--- src/rtl/wb_commit_multi.sv ---
// rtl/wb_commit_multi.sv - multi-lane writeback/commit stage with memory-wait FSM and precise exceptions
// Optional performance counters are enabled by defining WB_PERF_CNT_EN.
module wb_commit_multi #(
  parameter int                 NUM_LANES = 2,
  parameter int                 XLEN      = 32,
  parameter int                 ECODE_W   = 7,
  parameter logic [ECODE_W-1:0] ECODE_INT = {ECODE_W{1'b0}}
) (
  input  logic                          clk,
  input  logic                          areset,
  input  logic [NUM_LANES-1:0]          in_valid,
  input  logic [NUM_LANES*XLEN-1:0]     in_pc,
  input  logic [NUM_LANES*32-1:0]       in_inst,
  input  logic [NUM_LANES-1:0]          in_we,
  input  logic [NUM_LANES*5-1:0]        in_rd,
  input  logic [NUM_LANES*XLEN-1:0]     in_data,
  input  logic [NUM_LANES-1:0]          in_mem,
  input  logic [NUM_LANES-1:0]          in_exc,
  input  logic [NUM_LANES*ECODE_W-1:0]  in_ecode,
  input  logic [NUM_LANES*XLEN-1:0]     in_badv,
  input  logic                          cpu_interrupt,
  input  logic                          mem_resp_valid,
  input  logic [XLEN-1:0]               mem_resp_data,
  output logic                          wb_allowin,
  output logic [NUM_LANES-1:0]          wb_we,
  output logic [NUM_LANES*5-1:0]        wb_rd,
  output logic [NUM_LANES*XLEN-1:0]     wb_data,
  output logic [NUM_LANES-1:0]          commit_valid,
  output logic [NUM_LANES*XLEN-1:0]     commit_pc,
  output logic [NUM_LANES*32-1:0]       commit_inst,
  output logic                          exc_valid,
  output logic [ECODE_W-1:0]            exc_ecode,
  output logic [XLEN-1:0]               exc_era,
  output logic [XLEN-1:0]               exc_badv,
  output logic                          flush_out
`ifdef WB_PERF_CNT_EN
  ,
  output logic [31:0]                   perf_retired,
  output logic [31:0]                   perf_mem_stall,
  output logic [15:0]                   perf_flush
`endif
);

  typedef enum logic [1:0] {S_IDLE, S_MEM_WAIT, S_FLUSH} state_e;

  state_e                       state_q;
  logic [NUM_LANES-1:0]         wb_we_q, commit_valid_q;
  logic [NUM_LANES*5-1:0]       wb_rd_q;
  logic [NUM_LANES*XLEN-1:0]    wb_data_q, commit_pc_q;
  logic [NUM_LANES*32-1:0]      commit_inst_q;
  logic                         exc_valid_q;
  logic [ECODE_W-1:0]           exc_ecode_q;
  logic [XLEN-1:0]              exc_era_q, exc_badv_q;

  logic [NUM_LANES-1:0]         keep, mem_sel;
  logic                         exc_hit;
  logic [ECODE_W-1:0]           sel_ecode;
  logic [XLEN-1:0]              sel_era, sel_badv;
  logic                         allowin, accept;

  logic [NUM_LANES-1:0]         wb_we_d, commit_valid_d;
  logic [NUM_LANES*5-1:0]       wb_rd_d;
  logic [NUM_LANES*XLEN-1:0]    wb_data_d, commit_pc_d;
  logic [NUM_LANES*32-1:0]      commit_inst_d;

  // Walk lanes oldest-first: the first excepting lane (any valid lane on an
  // interrupt) stops the walk, so everything younger is squashed and only an
  // older memory lane can stall the bundle.
  always_comb begin
    keep      = '0;
    mem_sel   = '0;
    exc_hit   = 1'b0;
    sel_ecode = '0;
    sel_era   = '0;
    sel_badv  = '0;
    for (int i = 0; i < NUM_LANES; i++) begin
      if (!exc_hit) begin
        if (in_valid[i] && (cpu_interrupt || in_exc[i])) begin
          exc_hit   = 1'b1;
          sel_ecode = cpu_interrupt ? ECODE_INT : in_ecode[i*ECODE_W +: ECODE_W];
          sel_era   = in_pc[i*XLEN +: XLEN];
          sel_badv  = in_badv[i*XLEN +: XLEN];
        end else begin
          keep[i] = in_valid[i];
          if (in_valid[i] && in_mem[i] && (mem_sel == '0)) mem_sel[i] = 1'b1;
        end
      end
    end
  end

  always_comb begin
    allowin = 1'b0;
    case (state_q)
      S_IDLE:     allowin = ~(|mem_sel) | mem_resp_valid;
      S_MEM_WAIT: allowin = mem_resp_valid;
      default:    allowin = 1'b0;
    endcase
  end

  assign accept     = allowin & (|in_valid);
  assign wb_allowin = allowin & ~areset;

  // Lanes that do not retire drive zeros so nothing stale leaks downstream.
  always_comb begin
    wb_we_d        = '0;
    wb_rd_d        = '0;
    wb_data_d      = '0;
    commit_valid_d = '0;
    commit_pc_d    = '0;
    commit_inst_d  = '0;
    for (int i = 0; i < NUM_LANES; i++) begin
      if (accept && keep[i]) begin
        commit_valid_d[i]           = 1'b1;
        commit_pc_d[i*XLEN +: XLEN] = in_pc[i*XLEN +: XLEN];
        commit_inst_d[i*32 +: 32]   = in_inst[i*32 +: 32];
        wb_rd_d[i*5 +: 5]           = in_rd[i*5 +: 5];
        wb_data_d[i*XLEN +: XLEN]   = (mem_sel[i] && in_we[i]) ? mem_resp_data
                                                               : in_data[i*XLEN +: XLEN];
        wb_we_d[i]                  = in_we[i] && (in_rd[i*5 +: 5] != 5'd0);
      end
    end
  end

  always_ff @(posedge clk or posedge areset) begin
    if (areset) begin
      state_q        <= S_IDLE;
      wb_we_q        <= '0;
      wb_rd_q        <= '0;
      wb_data_q      <= '0;
      commit_valid_q <= '0;
      commit_pc_q    <= '0;
      commit_inst_q  <= '0;
      exc_valid_q    <= 1'b0;
      exc_ecode_q    <= '0;
      exc_era_q      <= '0;
      exc_badv_q     <= '0;
    end else begin
      wb_we_q        <= wb_we_d;
      wb_rd_q        <= wb_rd_d;
      wb_data_q      <= wb_data_d;
      commit_valid_q <= commit_valid_d;
      commit_pc_q    <= commit_pc_d;
      commit_inst_q  <= commit_inst_d;
      exc_valid_q    <= accept & exc_hit;
      exc_ecode_q    <= (accept && exc_hit) ? sel_ecode : '0;
      exc_era_q      <= (accept && exc_hit) ? sel_era   : '0;
      exc_badv_q     <= (accept && exc_hit) ? sel_badv  : '0;
      case (state_q)
        S_IDLE: begin
          if (accept)            state_q <= exc_hit ? S_FLUSH : S_IDLE;
          else if (|mem_sel)     state_q <= S_MEM_WAIT;
        end
        S_MEM_WAIT: begin
          if (accept)            state_q <= exc_hit ? S_FLUSH : S_IDLE;
        end
        default:                 state_q <= S_IDLE;
      endcase
    end
  end

  assign wb_we        = wb_we_q;
  assign wb_rd        = wb_rd_q;
  assign wb_data      = wb_data_q;
  assign commit_valid = commit_valid_q;
  assign commit_pc    = commit_pc_q;
  assign commit_inst  = commit_inst_q;
  assign exc_valid    = exc_valid_q;
  assign exc_ecode    = exc_ecode_q;
  assign exc_era      = exc_era_q;
  assign exc_badv     = exc_badv_q;
  assign flush_out    = exc_valid_q;

`ifdef WB_PERF_CNT_EN
  logic [31:0] perf_retired_q, perf_mem_stall_q, retire_cnt;
  logic [15:0] perf_flush_q;

  always_comb begin
    retire_cnt = '0;
    for (int i = 0; i < NUM_LANES; i++) retire_cnt = retire_cnt + {31'd0, commit_valid_q[i]};
  end

  always_ff @(posedge clk or posedge areset) begin
    if (areset) begin
      perf_retired_q   <= '0;
      perf_mem_stall_q <= '0;
      perf_flush_q     <= '0;
    end else begin
      perf_retired_q <= perf_retired_q + retire_cnt;
      if (state_q == S_MEM_WAIT) perf_mem_stall_q <= perf_mem_stall_q + 32'd1;
      if (exc_valid_q && (perf_flush_q != 16'hFFFF)) perf_flush_q <= perf_flush_q + 16'd1;
    end
  end

  assign perf_retired   = perf_retired_q;
  assign perf_mem_stall = perf_mem_stall_q;
  assign perf_flush     = perf_flush_q;
`endif

endmodule

--- config.mk ---
export PLATFORM = sky130hd
export DESIGN_NAME = wb_commit_multi
export DESIGN_NICKNAME = d
export VERILOG_FILES = /design/src/rtl/wb_commit_multi.sv
export SDC_FILE = /design/constraint.sdc
export NUM_CORES = 1
export LEC_CHECK = 0
export CORE_AREA = 5 5 230 232
export CTS_CLUSTER_DIAMETER = 80
export DETAILED_ROUTE_END_ITERATION = 6
export DIE_AREA = 0 0 235 237
export DONT_BUFFER_PORTS = 1
export GPL_ROUTABILITY_DRIVEN = 1
export PLACE_DENSITY_LB_ADDON = 0.3
export SLEW_MARGIN = 0
export SYNTH_ARGS = -nofsm -noshare
export SYNTH_HDL_FRONTEND = slang
export SYNTH_SLANG_ARGS = --single-unit
--- constraint.sdc ---
create_clock -name clk -period 13.1 [get_ports clk]
set_clock_uncertainty 0.2 [all_clocks]
set_input_delay 1.965 -clock clk [delete_from_list [all_inputs] [get_ports clk]]
set_output_delay 1.965 -clock clk [all_outputs]
set_load 0.005 [all_outputs]
==> summary.txt, run 1 <==
Yosys
  – Unique masters post-synth: 31
  – Cells after Synth: 792
  – Mean Syn Cell Area: 13.1 sq um
  – Syn nets: 1116
  – FF+latch count, synth: 280
  – Ys Warns: 0
  – Cell Area, Synth: 0.0104 sq mm
  – Sequential share of the synthesized area: 0.676

Pwr
  – Logic gate share of total power: 0.078
  – Cell internal pwr: 1.52 mW
  – Psw: 0.520 mW
  – Clock power share: 0.464
  – PD cells: 168 mW/mm^2
  – Sw frac: 0.255
  – Final Total Pwr: 2.04 mW
  – Peak supply drop: 0.0000724 V
  – Reg power frac: 0.458
  – Leakage: 5.74 nW

Routing
  – DRC Markers: 0
  – Final antenna-violating net count: 0
  – Initial DRC count: 524
  – DR pass1 iterations: 5
  – DR WL/cell: 25.0 microns
  – Total Wirelength: 36700 microns
  – Vias per Instance: 4.43
  – DR vias: 6519

Clocking
  – CTS Buf Count: 34
  – Post-CTS Setup Inserts: 0
  – # hold bufs at CTS: 0
  – CTS Buffer Depth: 3
  – Clock Pin Slew Worst Setup and Hold Paths: 0.06 ns
  – Root Buffer Master: clkbuf_16
  – Worst-Skew Late Latency: 0.51 ns
  – # clock sinks: 280
  – CTS tree: built
  – H-tree Lvls: 2
  – Post_cts resized: 0

Floorplanning
  – Total core area: 0.0508 sq mm
  – Starting density of the core: 0.204
  – Die Span Y: 237 microns
  – Die footprint: 0.0557 sq mm
  – Die width: 235 microns
  – FP Rows: 83
  – IO Pins: 604

Timing
  – Fin. Hold Viols: 0
  – Fin. max-slew vios: 0
  – F_max: 204 MHz
  – Setup_tns: 0 ns
  – Final setup fails: 0
  – Period utilization: 0.374
  – RSZ-0062 raised after global routing: false
  – Min Tclk post-route: 4.90 ns
  – Fin worst setup slack: 8.20 ns
  – Worst relative slew slack: 0.315
  – Worst slew pin tran: 1.02 ns

Worst setup path
  – Reg2reg setup slack: 10.59 ns
  – Crit. End Element: output pin
  – Crit path max fanout: 12
  – WP data required: 10.93 ns
  – Capture point of the worst reg-to-reg path: commit_inst[60]$_DFF_PP0_
  – Worst r2r path cells: 5
  – FF-to-FF Start: state_q[1]$_DFFE_PP0P_
  – Crit path DAT: 2.74 ns
  – Startpoint types: input port
  – WS Path Type: input port to output pin

Worst hold path
  – Hold Path Class: register to register
  – Hold Startpoint: state_q[1]$_DFFE_PP0P_
  – WHS Endpoint: state_q[0]$_DFFE_PP0P_
  – Min-Delay Path Depth: 1

Finish
  – Layout cell share with drive strength beyond 1: 0.0923
  – Final net count: 1091
  – Synth-to-Final Area Change: 16.9%
  – Antenna cells: 0

GRT
  – Overflow after GRT: 0
  – Number of global-route vias before repair: 7053
  – Initial antenna violation count: 4
  – Wire length of the first global-routing pass: 52300 microns
  – Largest net degree at the start of global routing: 176
  – Tot GR Track Use: 0.125

Placement
  – GPL Wtd Cong: 0.841
  – I/O Buffers: 0
  – Worst slack at placement: 8.21 ns
  – Hpwl dp: 26600 microns

Flow run
  – Max-cap violations: 0

Outcome
  – Run status: finished, final reports clean
## Yosys cell counts (all sizes together)
cell	n	share of area
or4	2	0.0014
nand4b	1	0.00085
nand2	4	0.0014
clkbuf	33	0.012
buf	38	0.025
a21oi	1	0.00085
nor3b	70	0.051
and4bb	2	0.0024
nor3	98	0.048
o21a	2	0.0014
dfrtp	280	0.68
mux2i	64	0.062
a211oi	1	0.00072
and3	1	0.00060
o21ai	3	0.0018
and2	69	0.042
nor4	8	0.0048
nor2b	2	0.0012
inv	2	0.00072
a22oi	71	0.051
nor2	40	0.015
## state kept, by name, summed over array words and instances (netlist names)
register / cells
commit_pc: 64
wb_data: 64
wb_we: 2
exc_ecode: 7
commit_inst: 64
exc_era: 32
exc_badv: 32
exc_valid: 1
commit_valid: 2
wb_rd: 10
state_q: 2
## power by group through the flow
stage	clock network, mW	registers (mW)	logic (mW)
6_report	0.944	0.933	0.158
5_1_grt	1.01	0.937	0.178
4_1_cts	0.979	0.935	0.163
3_5_place_dp	0	0.950	0.163
3_3_place_gp	0	0.952	0.161
2_1_floorplan	0	0.935	0.127
## layout by cell type (no fill, tap or decap)
cell type	netlist	layout
a211oi_1	1	1
a21oi_4	0	1
a22oi_1	71	71
and2_1	69	69
and3_1	1	1
and4bb_1	1	1
and4bb_2	1	1
buf_12	0	2
buf_4	6	8
bufinv_16	0	2
clkbuf_1	33	8
clkbuf_16	0	35
clkbuf_8	0	6
clkinv_2	0	2
clkinv_4	0	1
clkinv_8	0	1
clkinvlp_4	0	1
dfrtp_1	280	280
inv_2	1	1
inv_6	0	2
inv_8	0	3
mux2i_1	64	64
nand2_1	4	2
nand2_2	0	1
nand2_4	0	1
nand4b_1	1	1
nor2_1	39	39
nor2_4	0	1
nor2b_1	2	2
nor3_1	97	97
nor3_2	1	1
nor3b_1	69	69
nor3b_4	0	1
nor4_1	8	8
o21a_1	2	1
o21a_4	0	1
o21ai_0	2	2
o21ai_2	1	1
or4_1	2	2
## area by class of cell
class,instances,area [sq um]
clock buffers,49,988
repair buffers,10,100
inverters,2,15.0
fillers,5376,38700
flip-flops and latches,280,7010
clock inverters,11,143
multi-input cells,439,3000
well taps,680,851
## worst max-delay path, cell delays in order
cell,delay (ns)
and4bb_1,0.25
nor3_2,0.23
a21oi_4,0.12
nor2_1,0.18
## per-layer routing
layer  GRT usage  vias to the layer above  routed length [microns]
met5           0                        -                        8
met4      0.0375                        2                      933
met3      0.0531                       51                     3570
met2       0.227                      390                    19600
met1       0.132                     3363                    12600
li1            -                     2713                        -
## how the worst max path moves through the flow
stage / endpoint / depth (start not counted) / start / slack [ns]
after floorplan: commit_inst[0]$_DFF_PP0_ / 1 / areset / 3.21
after global placement: wb_allowin / 4 / cpu_interrupt / 8.24
after detailed placement: wb_allowin / 4 / cpu_interrupt / 8.21
after CTS: wb_allowin / 4 / cpu_interrupt / 8.21
after global routing: wb_allowin / 4 / cpu_interrupt / 8.16
final: wb_allowin / 4 / cpu_interrupt / 8.20
## per-stage QoR
| stage | cell area, sq um | hold slack, ns | std cells | util |
|---|---|---|---|---|
| floorplan | 10400 | 0.263 | 792 | - |
| global placement | 11000 | 0.331 | 1411 | 0.216 |
| detailed placement | 11000 | 0.331 | 1411 | 0.216 |
| CTS | 12100 | 0.328 | 1471 | 0.238 |
| global route | 12100 | 0.362 | 1471 | 0.238 |
| finish | 12100 | 0.323 | 1471 | 0.238 |
## logic make-up (layout without fill, tap and decap cells)
| logic type | after synthesis | count (layout) | share of synthesized area |
|---|---|---|---|
| simple gates | 297 | 297 | 0.168 |
| compound gates | 78 | 78 | 0.0563 |
| mux | 64 | 64 | 0.0618 |
| flops | 280 | 280 | 0.676 |
| buf+inv | 73 | 72 | 0.0373 |
Power figures use the tool's default switching activity.
==> run 2, diff against run 1 <==
==> constraint.sdc (replaced) <==
create_clock -name clk -period 5 [get_ports clk]
set_clock_uncertainty 0.2 [all_clocks]
set_input_delay 0.75 -clock clk [delete_from_list [all_inputs] [get_ports clk]]
set_output_delay 0.75 -clock clk [all_outputs]
set_load 0.005 [all_outputs]
==> run 2 against run 1 <==
Against the previous run: utilization grew 0.34 points; design area rose by 1.4%; sequential cell count is the same; sequential power grew to 2.6 times the previous value; via count shrank 0.37%; global-route usage up 0.57 points; register-to-register slack got worse by 7.9 ns; sequential share of layout area fell by 0.81 points; count of clock-buffer cells in the layout fell by 1; first-iteration DRC count is 23% lower; die area stayed put.
==> summary.txt, run 2 (synthesis results as in run 1) <==
Outcome
  – Run status: finished, final reports clean

Routing
  – DR pass1 iterations: 5
  – Vias per Instance: 4.40
  – Final antenna-violating net count: 0
  – DR WL/cell: 26.0 microns
  – DR vias: 6495
  – Total Wirelength: 38400 microns
  – DRC Markers: 0
  – Initial DRC count: 404

Floorplanning
  – Die footprint: 0.0557 sq mm
  – Starting density of the core: 0.204
  – Die Span Y: 237 microns
  – IO Pins: 604
  – Die width: 235 microns
  – Total core area: 0.0508 sq mm
  – FP Rows: 83

Clocking
  – Worst-Skew Late Latency: 0.51 ns
  – Post_cts resized: 0
  – CTS Buffer Depth: 3
  – H-tree Lvls: 2
  – Clock Pin Slew Worst Setup and Hold Paths: 0.06 ns
  – Root Buffer Master: clkbuf_16
  – # clock sinks: 280
  – Post-CTS Setup Inserts: 0
  – CTS tree: built
  – CTS Buf Count: 35
  – # hold bufs at CTS: 0

Timing
  – Worst relative slew slack: 0.297
  – Setup_tns: 0 ns
  – Worst slew pin tran: 1.05 ns
  – Final setup fails: 0
  – Min Tclk post-route: 2.98 ns
  – Fin. max-slew vios: 0
  – Period utilization: 0.597
  – Fin. Hold Viols: 0
  – RSZ-0062 raised after global routing: false
  – F_max: 335 MHz

GRT
  – Largest net degree at the start of global routing: 121
  – Number of global-route vias before repair: 6967
  – Overflow after GRT: 0
  – Wire length of the first global-routing pass: 54100 microns
  – Initial antenna violation count: 3
  – Tot GR Track Use: 0.131

Pwr
  – Reg power frac: 0.437
  – Clock power share: 0.485
  – Sw frac: 0.251
  – PD cells: 456 mW/mm^2
  – Psw: 1.41 mW
  – Logic gate share of total power: 0.078
  – Cell internal pwr: 4.19 mW
  – Peak supply drop: 0.000238 V
  – Leakage: 5.82 nW

Placement
  – I/O Buffers: 0
  – Hpwl dp: 27800 microns
  – GPL Wtd Cong: 0.845

Worst setup path
  – WS Path Type: input port to output pin
  – Crit. End Element: output pin
  – Startpoint types: input port
  – Crit path DAT: 2.03 ns
  – Crit path max fanout: 28
  – WP data required: 4.05 ns
  – Critical Path Source: cpu_interrupt
  – Worst r2r path cells: 4
  – FF-to-FF Start: state_q[1]$_DFFE_PP0P_

Finish
  – Commonest cells after routing, fill and taps aside: dfrtp_1 (280), nor3_1 (97), a22oi_1 (71)
  – Final net count: 1095
  – Synth-to-Final Area Change: 18.5%
  – Layout cell share with drive strength beyond 1: 0.102
  – Most common library cell in the layout ignoring fill and taps: dfrtp_1
  – Final core occ: 0.242

Worst hold path
  – Hold Path Class: input port to async pin

Flow run
  – Max-cap violations: 0
==> run 2: cell types whose count changed in the layout (fill, tap and decap cells not counted), moves of 2 or more <==
cell / before / now
clkbuf_8: 6 / 8
diode_2: 0 / 2
clkbuf_1: 8 / 4
bufinv_16: 2 / 5
buf_12: 2 / 4
==> run 2: area by class of cell <==
| type | count | area (sq um) |
|---|---|---|
| Antenna cell | 2 | 5.00 |
| Clock buffer | 48 | 1030 |
| Clock inverter | 13 | 228 |
| Fill cell | 5339 | 38500 |
| Inverter | 2 | 11.3 |
| Multi-Input combinational cell | 439 | 3000 |
| Sequential cell | 280 | 7010 |
| Tap cell | 680 | 851 |
| Timing Repair Buffer | 13 | 148 |
==> run 2: final timing paths <==
check / end / slack [ns]
max: wb_allowin / 2.02
min: exc_badv[17]$_DFF_PP0_ / 0.01
max reg2reg: wb_rd[8]$_DFF_PP0_ / 2.69
min reg2reg: state_q[0]$_DFFE_PP0P_ / 0.32
max in group asynchronous: exc_era[28]$_DFF_PP0_ / 3.48
min in group clk: exc_ecode[2]$_DFF_PP0_ / 0.10
==> run 2: layer usage <==
layer | routed length [microns] | up-vias | GRT usage
met4 | 840 | 4 | 0.0380
met2 | 20100 | 374 | 0.230
met1 | 13900 | 3348 | 0.147
met5 | 29 | - | 0
met3 | 3500 | 51 | 0.0516
li1 | - | 2718 | -
==> run 2: per-stage QoR <==
stage / total power [mW] / area, sq um / instances / setup slack [ns] / hold slack [ns]
after detailed placement: 2.95 / 11000 / 1414 / 1.99 / 0.303
after global placement: 2.94 / 11000 / 1414 / 2.03 / 0.313
after global routing: 5.86 / 12300 / 1476 / 1.89 / 0.0483
final: 5.60 / 12300 / 1477 / 2.02 / 0.0117
after CTS: 5.72 / 12300 / 1475 / 1.99 / 0.000943
after floorplan: 2.78 / 10400 / 792 / 0.343 / 0.263
==> run 2: power by group through the flow <==
stage | clock [mW] | sequential, mW | combinational [mW]
floorplan | 0 | 2.45 | 0.332
global placement | 0 | 2.50 | 0.446
detailed placement | 0 | 2.49 | 0.452
CTS | 2.82 | 2.45 | 0.452
global route | 2.91 | 2.46 | 0.489
finish | 2.72 | 2.45 | 0.435
==> run 2: critical path, stage by stage <==
cell and delay (ns):
and4bb_1 0.36, nor3_2 0.09, a21oi_4 0.68, nor2_1 0.15
==> run 3, diff against run 2 <==
==> constraint.sdc (replaced) <==
create_clock -name clk -period 2.9 [get_ports clk]
set_clock_uncertainty 0.2 [all_clocks]
set_input_delay 0.435 -clock clk [delete_from_list [all_inputs] [get_ports clk]]
set_output_delay 0.435 -clock clk [all_outputs]
set_load 0.005 [all_outputs]
==> run 3 against run 2 <==
Against the previous run: the flow now stops in 4_1_cts; synthesized area stayed put; synthesized cell count stayed put.
==> summary.txt, run 3 <==
Outcome
  – Run status: aborted with a tool error
  – Fail Step: 4_1_cts
  – Err: [ERROR RSZ-0060] Max buffer count reached.

Yosys
  – FF+latch count, synth: 280
  – Synth top area cells: dfrtp_1 (68%), mux2i_1 (6.2%), a22oi_1 (5.1%), nor3b_1 (5.0%), nor3_1 (4.7%)
  – Main synth FF type: dfrtp_1
  – Top post-synthesis cells by count: dfrtp_1 (280), nor3_1 (97), a22oi_1 (71), and2_1 (69), nor3b_1 (69)
  – Sequential share of the synthesized area: 0.676
  – Cells after Synth: 792
  – Synth area leader: dfrtp_1
  – Post-synth EDFFs: 0
  – Top-area cell type share of the netlist area: 0.676
  – Most numerous cell in the Yosys netlist: dfrtp_1
  – Asr flop ratio synth: 1.00
  – Mean Syn Cell Area: 13.1 sq um
  – Unique masters post-synth: 31
  – Cell Area, Synth: 0.0104 sq mm
  – Ys Warns: 0
  – Syn nets: 1116

Placement
  – I/O Buffers: 0
  – Hpwl dp: 27800 microns
  – GPL Wtd Cong: 0.857

Clocking
  – Root Buffer Master: clkbuf_16
  – # clock sinks: 280
  – H-tree Lvls: 1
  – Post_cts resized: 0
  – CTS Buffer Depth: 3
  – # hold bufs at CTS: 298
  – Post-CTS Setup Inserts: 0
  – CTS Buf Count: 30

Floorplanning
  – Die width: 235 microns
  – FP Rows: 83
  – Die Span Y: 237 microns
  – Starting density of the core: 0.204
  – IO Pins: 604
==> run 3: cell counts after synthesis <==
No cell type changed its count.
==> run 3: kinds of logic after synthesis <==
logic type / share of synthesized area
AOI/OAI and AO/OA: 0.0563
DFF: 0.676
buffers and inverters: 0.0373
muxes: 0.0618
and+or+nand+nor: 0.168
==> run 3: stage by stage <==
stage          area [sq um]  cells  utilization  setup WS [ns]
3_3_place_gp          11200   1430        0.221          0.614
3_5_place_dp          11200   1430        0.221          0.646
2_1_floorplan         10400    792            -          -1.44
==> run 4, diff against run 3 <==
==> config.mk (replaced) <==
export PLATFORM = sky130hd
export DESIGN_NAME = wb_commit_multi
export DESIGN_NICKNAME = d
export VERILOG_FILES = /design/src/rtl/wb_commit_multi.sv
export SDC_FILE = /design/constraint.sdc
export NUM_CORES = 1
export LEC_CHECK = 0
export CORE_AREA = 5 5 229 231
export DETAILED_ROUTE_END_ITERATION = 6
export DIE_AREA = 0 0 234 236
export DONT_BUFFER_PORTS = 1
export GPL_ROUTABILITY_DRIVEN = 1
export PLACE_DENSITY_LB_ADDON = 0.15
export SLEW_MARGIN = 0
export SYNTH_ARGS = -nofsm -noshare
export SYNTH_HDL_FRONTEND = slang
export SYNTH_SLANG_ARGS = --single-unit
==> run 4 against run 3 <==
Against the previous run: the run again fails in 4_1_cts; synthesized cell count unchanged; synthesized area unchanged.
==> summary.txt, run 4 <==
Outcome
  – Run status: aborted with a tool error
  – Fail Step: 4_1_cts
  – Err: [ERROR RSZ-0060] Max buffer count reached.

Yosys
  – Synth top area cells: dfrtp_1 (68%), mux2i_1 (6.2%), a22oi_1 (5.1%), nor3b_1 (5.0%), nor3_1 (4.7%)
  – Cells after Synth: 792
  – Mean Syn Cell Area: 13.1 sq um
  – Cell Area, Synth: 0.0104 sq mm
  – Ys Warns: 0
  – Unique masters post-synth: 31
  – Top post-synthesis cells by count: dfrtp_1 (280), nor3_1 (97), a22oi_1 (71), and2_1 (69), nor3b_1 (69)
  – FF+latch count, synth: 280
  – Syn nets: 1116
  – Post-synth EDFFs: 0
  – Asr flop ratio synth: 1.00
  – Main synth FF type: dfrtp_1
  – Most numerous cell in the Yosys netlist: dfrtp_1
  – Top-area cell type share of the netlist area: 0.676
  – Sequential share of the synthesized area: 0.676
  – Synth area leader: dfrtp_1

Placement
  – GPL Wtd Cong: 0.756
  – Hpwl dp: 29200 microns
  – Post-Place Cells: 1417
  – Placed inst area: 0.0112 sq mm
  – Worst slack at placement: 0.479 ns
  – I/O Buffers: 0

Clocking
  – CTS Buffer Depth: 3
  – # hold bufs at CTS: 297
  – H-tree Lvls: 2
  – CTS Buf Count: 34
  – Post-CTS Setup Inserts: 0
  – Root Buffer Master: clkbuf_16
  – # clock sinks: 280
  – Post_cts resized: 0

Floorplanning
  – Starting density of the core: 0.208
  – Die Span Y: 236 microns
  – IO Pins: 604
  – FP Rows: 82
  – Die width: 234 microns
[run 4: cells by family after synthesis]
group / synth area share
compound gates: 0.0563
buf+inv: 0.0373
mux: 0.0618
simple gates: 0.168
flops: 0.676
[run 4: through the flow]
stage          TNS [ns]  hold WS [ns]
3_5_place_dp          0         0.250
3_3_place_gp          0         0.252
2_1_floorplan   -403.85         0.263
